## src/rtl/router_pkg.sv

```systemverilog
`default_nettype none
// +----------------------------------------------------------------------------+
// | router_pkg                                                                 |
// | Shared constants and types for the router per-port packet FIFO.            |
// | Rev 1.0                                                                    |
// +----------------------------------------------------------------------------+
package router_pkg;

  localparam int DEFAULT_DATA_W = 8;
  localparam int DEFAULT_DEPTH  = 16;

  // Header word layout is {len[LEN_MSB:LEN_LSB], addr[ADDR_W-1:0]}
  localparam int LEN_MSB = DEFAULT_DATA_W - 1;
  localparam int LEN_LSB = 2;
  localparam int ADDR_W  = 2;

  typedef enum logic [0:0] {
    IDLE    = 1'b0,
    PAYLOAD = 1'b1
  } rd_state_t;

endpackage
`default_nettype wire

```

## src/rtl/router_pkt_fifo_if.sv

```systemverilog
`default_nettype none
// +----------------------------------------------------------------------------+
// | router_pkt_fifo_if                                                         |
// | Write/read handshake and status bundle of one router output-port FIFO.     |
// | Rev 1.0                                                                    |
// +----------------------------------------------------------------------------+
interface router_pkt_fifo_if #(
  parameter int DATA_W = router_pkg::DEFAULT_DATA_W,
  parameter int DEPTH  = router_pkg::DEFAULT_DEPTH
);

  logic                       write_enb;
  logic                       lfd_state;
  logic [DATA_W-1:0]          data_in;
  logic                       read_enb;
  logic [DATA_W-1:0]          data_out;
  logic                       full;
  logic                       empty;
  logic                       almost_full;
  logic                       almost_empty;
  logic                       overflow;
  logic                       pkt_done;
  logic                       framing_err;
  logic [$clog2(DEPTH+1)-1:0] pkts_stored;

  modport master (
    output write_enb, lfd_state, data_in, read_enb,
    input  data_out, full, empty, almost_full, almost_empty,
    input  overflow, pkt_done, framing_err, pkts_stored
  );

  modport slave (
    input  write_enb, lfd_state, data_in, read_enb,
    output data_out, full, empty, almost_full, almost_empty,
    output overflow, pkt_done, framing_err, pkts_stored
  );

endinterface
`default_nettype wire

```

## src/rtl/router_fifo_mem.sv

```systemverilog
`default_nettype none
// +----------------------------------------------------------------------------+
// | router_fifo_mem                                                            |
// | Dual-port register array: synchronous write, combinational indexed read.   |
// | Rev 1.0                                                                    |
// +----------------------------------------------------------------------------+
module router_fifo_mem #(
  parameter int WIDTH  = router_pkg::DEFAULT_DATA_W + 1,
  parameter int DEPTH  = router_pkg::DEFAULT_DEPTH,
  parameter int ADDR_W = $clog2(DEPTH)
) (
  input  wire logic              clock,
  input  wire logic              write_en,
  input  wire logic [ADDR_W-1:0] write_addr,
  input  wire logic [WIDTH-1:0]  write_data,
  input  wire logic [ADDR_W-1:0] read_addr,
  output logic      [WIDTH-1:0]  read_data
);

  logic [WIDTH-1:0] r_mem [DEPTH];

  always_ff @(posedge clock) begin
    if (write_en) begin
      r_mem[write_addr] <= write_data;
    end
  end

  assign read_data = r_mem[read_addr];

endmodule
`default_nettype wire

```

## src/rtl/router_pkt_fifo.sv

```systemverilog
`default_nettype none
// +----------------------------------------------------------------------------+
// | router_pkt_fifo                                                            |
// | Packet-aware per-port FIFO: header-tagged storage, level flags, framing.   |
// | Rev 1.0                                                                    |
// +----------------------------------------------------------------------------+
module router_pkt_fifo
  import router_pkg::*;
#(
  parameter int DATA_W    = DEFAULT_DATA_W,
  parameter int DEPTH     = DEFAULT_DEPTH,
  parameter int AFULL_TH  = DEPTH - 2,
  parameter int AEMPTY_TH = 2
) (
  input  wire logic        clock,
  input  wire logic        resetn,
  input  wire logic        soft_reset,
  router_pkt_fifo_if.slave bus
);

  localparam int C_PTR_W = $clog2(DEPTH);
  localparam int C_CNT_W = $clog2(DEPTH + 1);
  localparam int C_REM_W = DATA_W - 1;
  localparam int C_LEN_W = DATA_W - LEN_LSB;

  localparam logic [C_PTR_W-1:0] C_LAST_PTR  = C_PTR_W'(DEPTH - 1);
  localparam logic [C_CNT_W-1:0] C_DEPTH_CNT = C_CNT_W'(DEPTH);
  localparam logic [C_CNT_W-1:0] C_AFULL_TH  = C_CNT_W'(AFULL_TH);
  localparam logic [C_CNT_W-1:0] C_AEMPTY_TH = C_CNT_W'(AEMPTY_TH);
  localparam logic [C_CNT_W-1:0] C_CNT_ONE   = C_CNT_W'(1);
  localparam logic [C_REM_W-1:0] C_REM_ONE   = C_REM_W'(1);

  logic [C_PTR_W-1:0] r_wr_ptr;
  logic [C_PTR_W-1:0] r_rd_ptr;
  logic [C_CNT_W-1:0] r_count;
  logic [C_CNT_W-1:0] r_pkts;
  logic               r_overflow;

  rd_state_t          r_state;
  logic [C_REM_W-1:0] r_rem;
  logic [DATA_W-1:0]  r_data_out;
  logic               r_pkt_done;
  logic               r_framing_err;

  logic               w_full;
  logic               w_empty;
  logic               w_wr_acc;
  logic               w_rd_acc;
  logic               w_pkt_inc;
  logic               w_pkt_dec;
  logic [DATA_W:0]    w_rd_word;
  logic               w_rd_hdr;
  logic [C_LEN_W-1:0] w_len;
  logic [C_REM_W-1:0] w_rem_load;

  function automatic logic [C_PTR_W-1:0] f_ptr_inc(input logic [C_PTR_W-1:0] ptr);
    return (ptr == C_LAST_PTR) ? '0 : ptr + 1'b1;
  endfunction

  router_fifo_mem #(
    .WIDTH  (DATA_W + 1),
    .DEPTH  (DEPTH),
    .ADDR_W (C_PTR_W)
  ) u_mem (
    .clock      (clock),
    .write_en   (w_wr_acc && !soft_reset),
    .write_addr (r_wr_ptr),
    .write_data ({bus.lfd_state, bus.data_in}),
    .read_addr  (r_rd_ptr),
    .read_data  (w_rd_word)
  );

  // Full/empty come from the registered count, so a read never frees a slot
  // for a write in the same cycle.
  assign w_full     = (r_count == C_DEPTH_CNT);
  assign w_empty    = (r_count == '0);
  assign w_wr_acc   = bus.write_enb && !w_full;
  assign w_rd_acc   = bus.read_enb && !w_empty;
  assign w_pkt_inc  = w_wr_acc && bus.lfd_state;
  assign w_pkt_dec  = w_rd_acc && w_rd_hdr;

  assign w_rd_hdr   = w_rd_word[DATA_W];
  assign w_len      = w_rd_word[DATA_W-1:LEN_LSB];
  // Payload words plus the trailing parity word; max len + 1 fits in C_REM_W.
  assign w_rem_load = C_REM_W'(w_len) + C_REM_W'(1);

  always_ff @(posedge clock or negedge resetn) begin
    if (!resetn) begin
      r_wr_ptr   <= '0;
      r_rd_ptr   <= '0;
      r_count    <= '0;
      r_pkts     <= '0;
      r_overflow <= 1'b0;
    end else if (soft_reset) begin
      r_wr_ptr   <= '0;
      r_rd_ptr   <= '0;
      r_count    <= '0;
      r_pkts     <= '0;
      r_overflow <= 1'b0;
    end else begin
      r_overflow <= bus.write_enb && w_full;

      if (w_wr_acc) begin
        r_wr_ptr <= f_ptr_inc(r_wr_ptr);
      end
      if (w_rd_acc) begin
        r_rd_ptr <= f_ptr_inc(r_rd_ptr);
      end

      case ({w_wr_acc, w_rd_acc})
        2'b10:   r_count <= r_count + C_CNT_ONE;
        2'b01:   r_count <= r_count - C_CNT_ONE;
        default: r_count <= r_count;
      endcase

      case ({w_pkt_inc, w_pkt_dec})
        2'b10:   r_pkts <= r_pkts + C_CNT_ONE;
        2'b01:   r_pkts <= r_pkts - C_CNT_ONE;
        default: r_pkts <= r_pkts;
      endcase
    end
  end

  // Read-side framing tracker; advances only on accepted reads.
  always_ff @(posedge clock or negedge resetn) begin
    if (!resetn) begin
      r_state       <= IDLE;
      r_rem         <= '0;
      r_data_out    <= '0;
      r_pkt_done    <= 1'b0;
      r_framing_err <= 1'b0;
    end else if (soft_reset) begin
      r_state       <= IDLE;
      r_rem         <= '0;
      r_data_out    <= '0;
      r_pkt_done    <= 1'b0;
      r_framing_err <= 1'b0;
    end else begin
      r_pkt_done    <= 1'b0;
      r_framing_err <= 1'b0;
      if (w_rd_acc) begin
        r_data_out <= w_rd_word[DATA_W-1:0];
        case (r_state)
          IDLE: begin
            if (w_rd_hdr) begin
              r_rem   <= w_rem_load;
              r_state <= PAYLOAD;
            end else begin
              r_framing_err <= 1'b1;
            end
          end
          PAYLOAD: begin
            if (w_rd_hdr) begin
              // A header inside a packet restarts framing from that header.
              r_framing_err <= 1'b1;
              r_rem         <= w_rem_load;
            end else if (r_rem == C_REM_ONE) begin
              r_pkt_done <= 1'b1;
              r_rem      <= '0;
              r_state    <= IDLE;
            end else begin
              r_rem <= r_rem - C_REM_ONE;
            end
          end
          default: r_state <= IDLE;
        endcase
      end
    end
  end

  assign bus.data_out     = r_data_out;
  assign bus.full         = w_full;
  assign bus.empty        = w_empty;
  assign bus.almost_full  = (r_count >= C_AFULL_TH);
  assign bus.almost_empty = (r_count <= C_AEMPTY_TH);
  assign bus.overflow     = r_overflow;
  assign bus.pkt_done     = r_pkt_done;
  assign bus.framing_err  = r_framing_err;
  assign bus.pkts_stored  = r_pkts;

endmodule
`default_nettype wire

```

## src/flat_wrapper.sv

```systemverilog
// flat-port wrapper written by rule: the top's interface ports become plain ports
module router_pkt_fifo_flat import router_pkg::*;
#(
  parameter int DATA_W    = DEFAULT_DATA_W,
  parameter int DEPTH     = DEFAULT_DEPTH,
  parameter int AFULL_TH  = DEPTH - 2,
  parameter int AEMPTY_TH = 2
)
  (clock, resetn, soft_reset, bus_write_enb, bus_lfd_state, bus_data_in, bus_read_enb, bus_data_out, bus_full, bus_empty, bus_almost_full, bus_almost_empty, bus_overflow, bus_pkt_done, bus_framing_err, bus_pkts_stored);
  router_pkt_fifo_if #(.DATA_W(DATA_W), .DEPTH(DEPTH)) bus_i ();
  input  wire logic clock;
  input  wire logic resetn;
  input  wire logic soft_reset;
  input wire logic [$bits(bus_i.write_enb)-1:0] bus_write_enb;
  input wire logic [$bits(bus_i.lfd_state)-1:0] bus_lfd_state;
  input wire logic [$bits(bus_i.data_in)-1:0] bus_data_in;
  input wire logic [$bits(bus_i.read_enb)-1:0] bus_read_enb;
  output wire logic [$bits(bus_i.data_out)-1:0] bus_data_out;
  output wire logic [$bits(bus_i.full)-1:0] bus_full;
  output wire logic [$bits(bus_i.empty)-1:0] bus_empty;
  output wire logic [$bits(bus_i.almost_full)-1:0] bus_almost_full;
  output wire logic [$bits(bus_i.almost_empty)-1:0] bus_almost_empty;
  output wire logic [$bits(bus_i.overflow)-1:0] bus_overflow;
  output wire logic [$bits(bus_i.pkt_done)-1:0] bus_pkt_done;
  output wire logic [$bits(bus_i.framing_err)-1:0] bus_framing_err;
  output wire logic [$bits(bus_i.pkts_stored)-1:0] bus_pkts_stored;
  assign bus_i.write_enb = bus_write_enb;
  assign bus_i.lfd_state = bus_lfd_state;
  assign bus_i.data_in = bus_data_in;
  assign bus_i.read_enb = bus_read_enb;
  assign bus_data_out = bus_i.data_out;
  assign bus_full = bus_i.full;
  assign bus_empty = bus_i.empty;
  assign bus_almost_full = bus_i.almost_full;
  assign bus_almost_empty = bus_i.almost_empty;
  assign bus_overflow = bus_i.overflow;
  assign bus_pkt_done = bus_i.pkt_done;
  assign bus_framing_err = bus_i.framing_err;
  assign bus_pkts_stored = bus_i.pkts_stored;
  router_pkt_fifo #(.DATA_W(DATA_W), .DEPTH(DEPTH), .AFULL_TH(AFULL_TH), .AEMPTY_TH(AEMPTY_TH)) u_core (.clock(clock), .resetn(resetn), .soft_reset(soft_reset), .bus(bus_i));
endmodule
```

## config.mk

```make
export PLATFORM = sky130hd
export DESIGN_NAME = router_pkt_fifo_flat
export DESIGN_NICKNAME = d
export VERILOG_FILES = /design/src/rtl/router_pkg.sv /design/src/rtl/router_pkt_fifo_if.sv /design/src/rtl/router_fifo_mem.sv /design/src/rtl/router_pkt_fifo.sv /design/src/flat_wrapper.sv
export SDC_FILE = /design/constraint.sdc
export NUM_CORES = 1
export LEC_CHECK = 0
export ABC_AREA = 0
export CELL_PAD_IN_SITES_DETAIL_PLACEMENT = 0
export CELL_PAD_IN_SITES_GLOBAL_PLACEMENT = 1
export CORE_UTILIZATION = 42
export CTS_CLUSTER_DIAMETER = 60
export DETAILED_ROUTE_END_ITERATION = 10
export PLACE_DENSITY_LB_ADDON = 0.1
export RECOVER_POWER = 100
export SKIP_CTS_REPAIR_TIMING = 1
export SYNTH_ARGS = -nofsm -noshare
export SYNTH_HDL_FRONTEND = slang
export SYNTH_HIERARCHICAL = 1
export SYNTH_SLANG_ARGS = --single-unit
```

## constraint.sdc

```tcl
create_clock -name clock -period 4.8 [get_ports clock]
set_clock_uncertainty 0.2 [all_clocks]
set_input_delay 0.72 -clock clock [delete_from_list [all_inputs] [get_ports clock]]
set_output_delay 0.72 -clock clock [all_outputs]
set_load 0.1 [all_outputs]
```

== After elaboration in Yosys (flattened, before gate mapping) ==
Memories as Yosys holds them, arrays and structs flattened.
Index checks and enable logic that the tools add are counted.

* Register bits: 37
* Memory bits (writable): 144
* Bits of input ports: 14
* Output and inout bits: 20
* Logic and storage cells: 82
* Memories: 1

* Add/subtract/negate cells: 8
* Magnitude comparators: 2
* Equality and inequality tests: 9
* Muxes and demuxes: 36
* Bitwise logic cells: 1
* Reductions and logical operators: 15

{| class="wikitable"
|+ Memory list
! name !! depth !! bits a word !! read ports !! clocked after memory_dff !! wr ports !! line !! RTL
|-
| u_core.u_mem.r_mem || 16 || 9 || 1 || 0 || 1 || router_fifo_mem.sv:20 || <nowiki>logic [WIDTH-1:0] r_mem [DEPTH];</nowiki>
|}

{| class="wikitable"
|+ Operator list
! cell !! count
|-
| $mux W7 || 5
|-
| $mux W4 || 6
|-
| $pmux W5 S2 || 2
|-
| $mux W1 || 16
|-
| $mux W8 || 2
|-
| $pmux W7 S2 || 1
|-
| $add A5 B1 Y5 const B || 2
|-
| $mux W5 || 2
|-
| $sub A5 B1 Y5 const B || 2
|-
| $add A4 B1 Y4 const B || 2
|-
| $eq A4 B4 Y1 const B || 2
|-
| $add A6 B1 Y7 const B || 1
|-
| $eq A7 B1 Y1 const B || 1
|-
| $sub A7 B1 Y7 const B || 1
|-
| $logic_and A1 B1 Y1 || 6
|-
| $reduce_bool A3 Y1 || 2
|-
| $eq A5 B5 Y1 const B || 1
|-
| $ge A5 B4 Y1 const B || 1
|-
| $le A5 B2 Y1 const B || 1
|-
| $logic_not A5 Y1 || 1
|-
| $eq A2 B1 Y1 const B || 2
|-
| $eq A2 B2 Y1 const B || 2
|-
| $pmux W1 S2 || 2
|-
| $reduce_bool A2 Y1 || 2
|-
| other kinds (4) || 6
|}

== Longest topological paths before layout ==
* Depth after elaboration: 7
* Depth in mapped cells: 15

== By module ==
Netlist, hierarchy kept.

{| class="wikitable"
|+ By module, submodules not included
! module !! instances !! cells each !! area an instance (µm²) !! sequential area each (µm²)
|-
| router_fifo_mem || 1 || 245 || 5,600.4 || 4,324.1
|-
| router_pkt_fifo || 1 || 244 || 2,240.9 || 925.9
|}

== Worst setup path before layout ==
No wires, ideal clock.

* Path type: register to output
* Start: register u_core.r_count[4]
* End: output bus_almost_empty
* Arrival time: 5.218 ns
* Data required time: 3.880 ns
* Path slack: -1.338 ns
* Stages on the path, launching flop included: 3
* Buffers on the path: 1
* Path through: dfrtp_1 > buf_2 > a2111oi_0

* Cells in the longest elaborated chain, start to end: 1

{| class="wikitable"
|+ RTL lines
! element !! line !! RTL
|-
| start: declaration || router_pkt_fifo.sv:35 || <nowiki>logic [C_CNT_W-1:0] r_count;</nowiki>
|-
| start signal: assignment || router_pkt_fifo.sv:111 || <nowiki>2'b10: r_count <= r_count + C_CNT_ONE;</nowiki>
|-
| start signal: assignment || router_pkt_fifo.sv:112 || <nowiki>2'b01: r_count <= r_count - C_CNT_ONE;</nowiki>
|-
| start signal: assignment || router_pkt_fifo.sv:113 || <nowiki>default: r_count <= r_count;</nowiki>
|-
| $le A5 B2 Y1 || router_pkt_fifo.sv:175 || <nowiki>assign bus.almost_empty = (r_count <= C_AEMPTY_TH);</nowiki>
|-
| end: declaration || flat_wrapper.sv:22 || <nowiki>output wire logic [$bits(bus_i.almost_empty)-1:0] bus_almost_empty;</nowiki>
|}

No other way between the ends.

== Worst setup path after layout ==
* Start: input bus_write_enb
* End: memory u_core/u_mem/r_mem[3][0] (netlist name) (enable)

* Cells in the longest elaborated chain, start to end: 4

{| class="wikitable"
|+ RTL lines
! element !! line !! RTL
|-
| start: declaration || flat_wrapper.sv:14 || <nowiki>input wire logic [$bits(bus_i.write_enb)-1:0] bus_write_enb;</nowiki>
|-
| $logic_and A1 B1 Y1 || router_pkt_fifo.sv:77 || <nowiki>assign w_wr_acc = bus.write_enb && !w_full;</nowiki>
|-
| $logic_and A1 B1 Y1 || router_pkt_fifo.sv:66 || <nowiki>.write_en (w_wr_acc && !soft_reset),</nowiki>
|-
| $mux W1 || router_fifo_mem.sv:23 || <nowiki>if (write_en) begin</nowiki>
|-
| $mux W1 (implied by the code) || router_fifo_mem.sv:24 || <nowiki>r_mem[write_addr] <= write_data;</nowiki>
|-
| end: declaration || router_fifo_mem.sv:20 ||
|}

No other way between the ends.

==> results.yml <==
yosys:
  synthCells: 489
  netlist.area_leader.share_pct: 55.1
  syn_area_per_cell_um2: 16.0
  yosysUniqueCellTypes: 61
  synthTopCellsByArea: "edfxtp_1 55%, dfrtp_1 12%, mux4_2 6.0%"
  yosysMostFrequentCell: "edfxtp_1"
  synth-seq-cells: 181
  syn-num-nets: 514
  ys_warn_count: 6
  yosysSeqAreaShare_pct: 67.0
  synth-main-ff-cell: "edfxtp_1"
  netlist_top_cells_count: "144 x edfxtp_1, 42 x nand2_1, 37 x dfrtp_1"
  syn-cell-area_mm2: 0.00784
  synth-edff-count: 144
  yosys.area.top_type: "edfxtp_1"
  async_reset_ff_share_pct: 20.4
floorplan:
  initial_utilization_pct: 43.2
  ioPinCount: 34
  std_cell_rows: 49
  die_area_mm2: 0.0192
  die_h_um: 139
  core_mm2: 0.0181
  die_w_um: 139
sta:
  slew_headroom_pct: -39.5
  setup-violations-final: 0
  period_minus_slack_ns: 4.23
  worstMarginPinSlew_ns: 2.09
  hold_violations: 0
  timing.final.crit_share_pct: 88.2
  setup_slack_ns: 0.568
  fin_tns_setup_ns: 0
  fmaxAchievable_mhz: 236
  final_max_slew_viol_count: 48
  rsz0062_at_grt: "no"
drt:
  wl_um: 16700
  drc: 4
  num_vias: 4428
  ant_nets: 0
  avgRoutedWirePerCell_um: 21.2
  drt_iter0_markers: 219
  via_per_inst: 5.63
  dr.pass1.iters: 7
worst_setup_path:
  arrival_ns: 4.10
  startpoint_type: "input pin"
  setup.worst_path.class: "in2reg"
  cp_cell_sequence: "dlygate4sd3_1 -> a21boi_0 -> and2_0 -> or3b_2 -> nor2_1 -> clkbuf_1"
  end_kind: "flop"
  slowest_delay_ns: 1.19
  slowest_stage: "a21boi_0"
  cp.required_ns: 4.66
  critPathMaxFanout: 9
global_routing:
  overflow: 0
  antenna_found_initial: 0
  grt_pass1_vias: 4457
  grt_pass1_wl_um: 26000
  grt_use_total_pct: 18.4
  grt_max_degree: 38
power_and_ir_drop:
  powerDensity_mw_per_mm2: 561
  p_leak_nw: 3.13
  irDropWorstVdd_v: 0.000321
clock_tree:
  htreeDepth: 4
  cts_buffers: 17
  cts_max_path_buffers: 2
  insertion_delay_ns: 0.43
  clock_sinks: 181
  cts_root_buffer: "clkbuf_16"
  cts_tree: "yes"
  cts.clk_slew.worst_paths_ns: 0.07
layout:
  fin_util_pct: 49.6
  diodes: 0
  synthToLayoutAreaGrowth_pct: 14.8
  fin_area_mm2: 0.00900
  drive_gt1_share_pct: 11.5
  fill_cells: 1565
  fin_nets: 570
outcome:
  violations: "DRC, capacitance limit, slew limit"
  outcome: "complete, but fails checks"
placement:
  place_hpwl_um: 10800
  placed_area_mm2: 0.00848
  port_buffers: 33
  dp_slack_ns: 0.843
  gp_congestion: 0.829
hold_path:
  hold_path_class: "reg2reg"
job:
  max_cap_viol_count: 2
[worst max-delay path: cells and delay by family]
family | cells | cell delay [ns]
AND/OR/NAND/NOR | 3 | 1.10
AO/OA/AOI/OAI | 1 | 1.19
buffers and inverters | 2 | 1.08
[flip-flops by register name (all words and copies together), names as in the netlist]
signal / cells
u_core/bus.framing_err: 1
u_core/r_state: 1
u_core/bus.data_out: 8
u_core/bus.pkt_done: 1
u_core/bus.pkts_stored: 5
u_core/r_count: 5
u_core/r_rd_ptr: 4
u_core/r_wr_ptr: 4
u_core/r_rem: 7
u_core/bus.overflow: 1
u_core/u_mem/r_mem: 144
[logic make-up (layout without fill, tap and decap cells)]
kind of cell / Yosys count / count (layout) / share of synthesized area, %
flip-flops: 181 / 181 / 67.0
AND/OR/NAND/NOR: 130 / 130 / 8.23
AO/OA/AOI/OAI: 84 / 84 / 7.23
multiplexers: 41 / 41 / 11.7
buffers and inverters: 29 / 98 / 2.35
XOR/XNOR: 13 / 13 / 1.69
adder cells (fa/ha/maj): 11 / 11 / 1.85
[power by group]
| part | switching [W] | total (W) | internal [W] |
|---|---|---|---|
| Combinational | 0.00113 | 0.00173 | 0.000602 |
| Sequential | 0.000141 | 0.00194 | 0.00180 |
| Clock | 0.000646 | 0.00139 | 0.000743 |
[metal layers]
metal | track usage, % | wire [um] | vias to the layer above
met3 | 3.49 | 493 | 15
met4 | 6.02 | 200 | 0
met1 | 23.4 | 7390 | 2300
met5 | 0 | 0 | -
met2 | 31.9 | 8600 | 70
li1 | - | - | 2043
[final cells by class]
cell class	count	area, um^2	share of cell area, %
flip-flops and latches	181	5250	58.3
multi-input cells	279	2400	26.7
repair buffers	56	437	4.85
clock buffers	18	429	4.77
well taps	229	287	3.18
clock inverters	14	158	1.75
inverters	10	37.5	0.417
[path summary, 6_finish.rpt]
| path | cells after the start | end | startpoint | slack [ns] |
|---|---|---|---|---|
| max | 6 | u_core/u_mem/r_mem[3][0]$_DFFE_PP_ | bus_write_enb | 0.57 |
| min | 2 | u_core/bus.data_out[4]$_DFFE_PN0P_ | u_core/bus.data_out[4]$_DFFE_PN0P_ | 0.32 |
| max reg2reg | 13 | u_core/bus.pkts_stored[4]$_DFFE_PN0P_ | u_core/r_rd_ptr[0]$_DFFE_PN0P_ | 0.81 |
| min reg2reg | 2 | u_core/bus.data_out[4]$_DFFE_PN0P_ | u_core/bus.data_out[4]$_DFFE_PN0P_ | 0.32 |
| max in group asynchronous | 1 | u_core/bus.data_out[1]$_DFFE_PN0P_ | resetn | 2.51 |
| min in group asynchronous | 1 | u_core/r_count[3]$_DFFE_PN0P_ | resetn | 0.67 |
[placed cells by master, fill, tap and decap left out, drive strengths merged, types with 3 or more instances in the layout]
cell type,n
a21boi,8
a21oi,18
a22oi,18
and2,5
buf,7
clkbuf,35
clkinv,3
dfrtp,37
dlygate4sd3,31
edfxtp,144
ha,10
inv,19
mux2i,5
mux4,36
nand2,42
nand2b,5
nand3,8
nand3b,3
nor2,31
nor2b,4
nor3,10
nor4,5
o21ai,14
o22ai,4
o31ai,5
or3,7
xnor2,9
xor2,4
[metrics by stage]
step                power [W]  cells  hold WS (ns)
floorplan             0.00333    489         0.224
global placement      0.00374    755         0.313
detailed placement    0.00375    755         0.313
CTS                   0.00514    787         0.235
global route          0.00529    787         0.356
finish                0.00505    787         0.321
No activity file was read; power rests on OpenSTA's default activity.
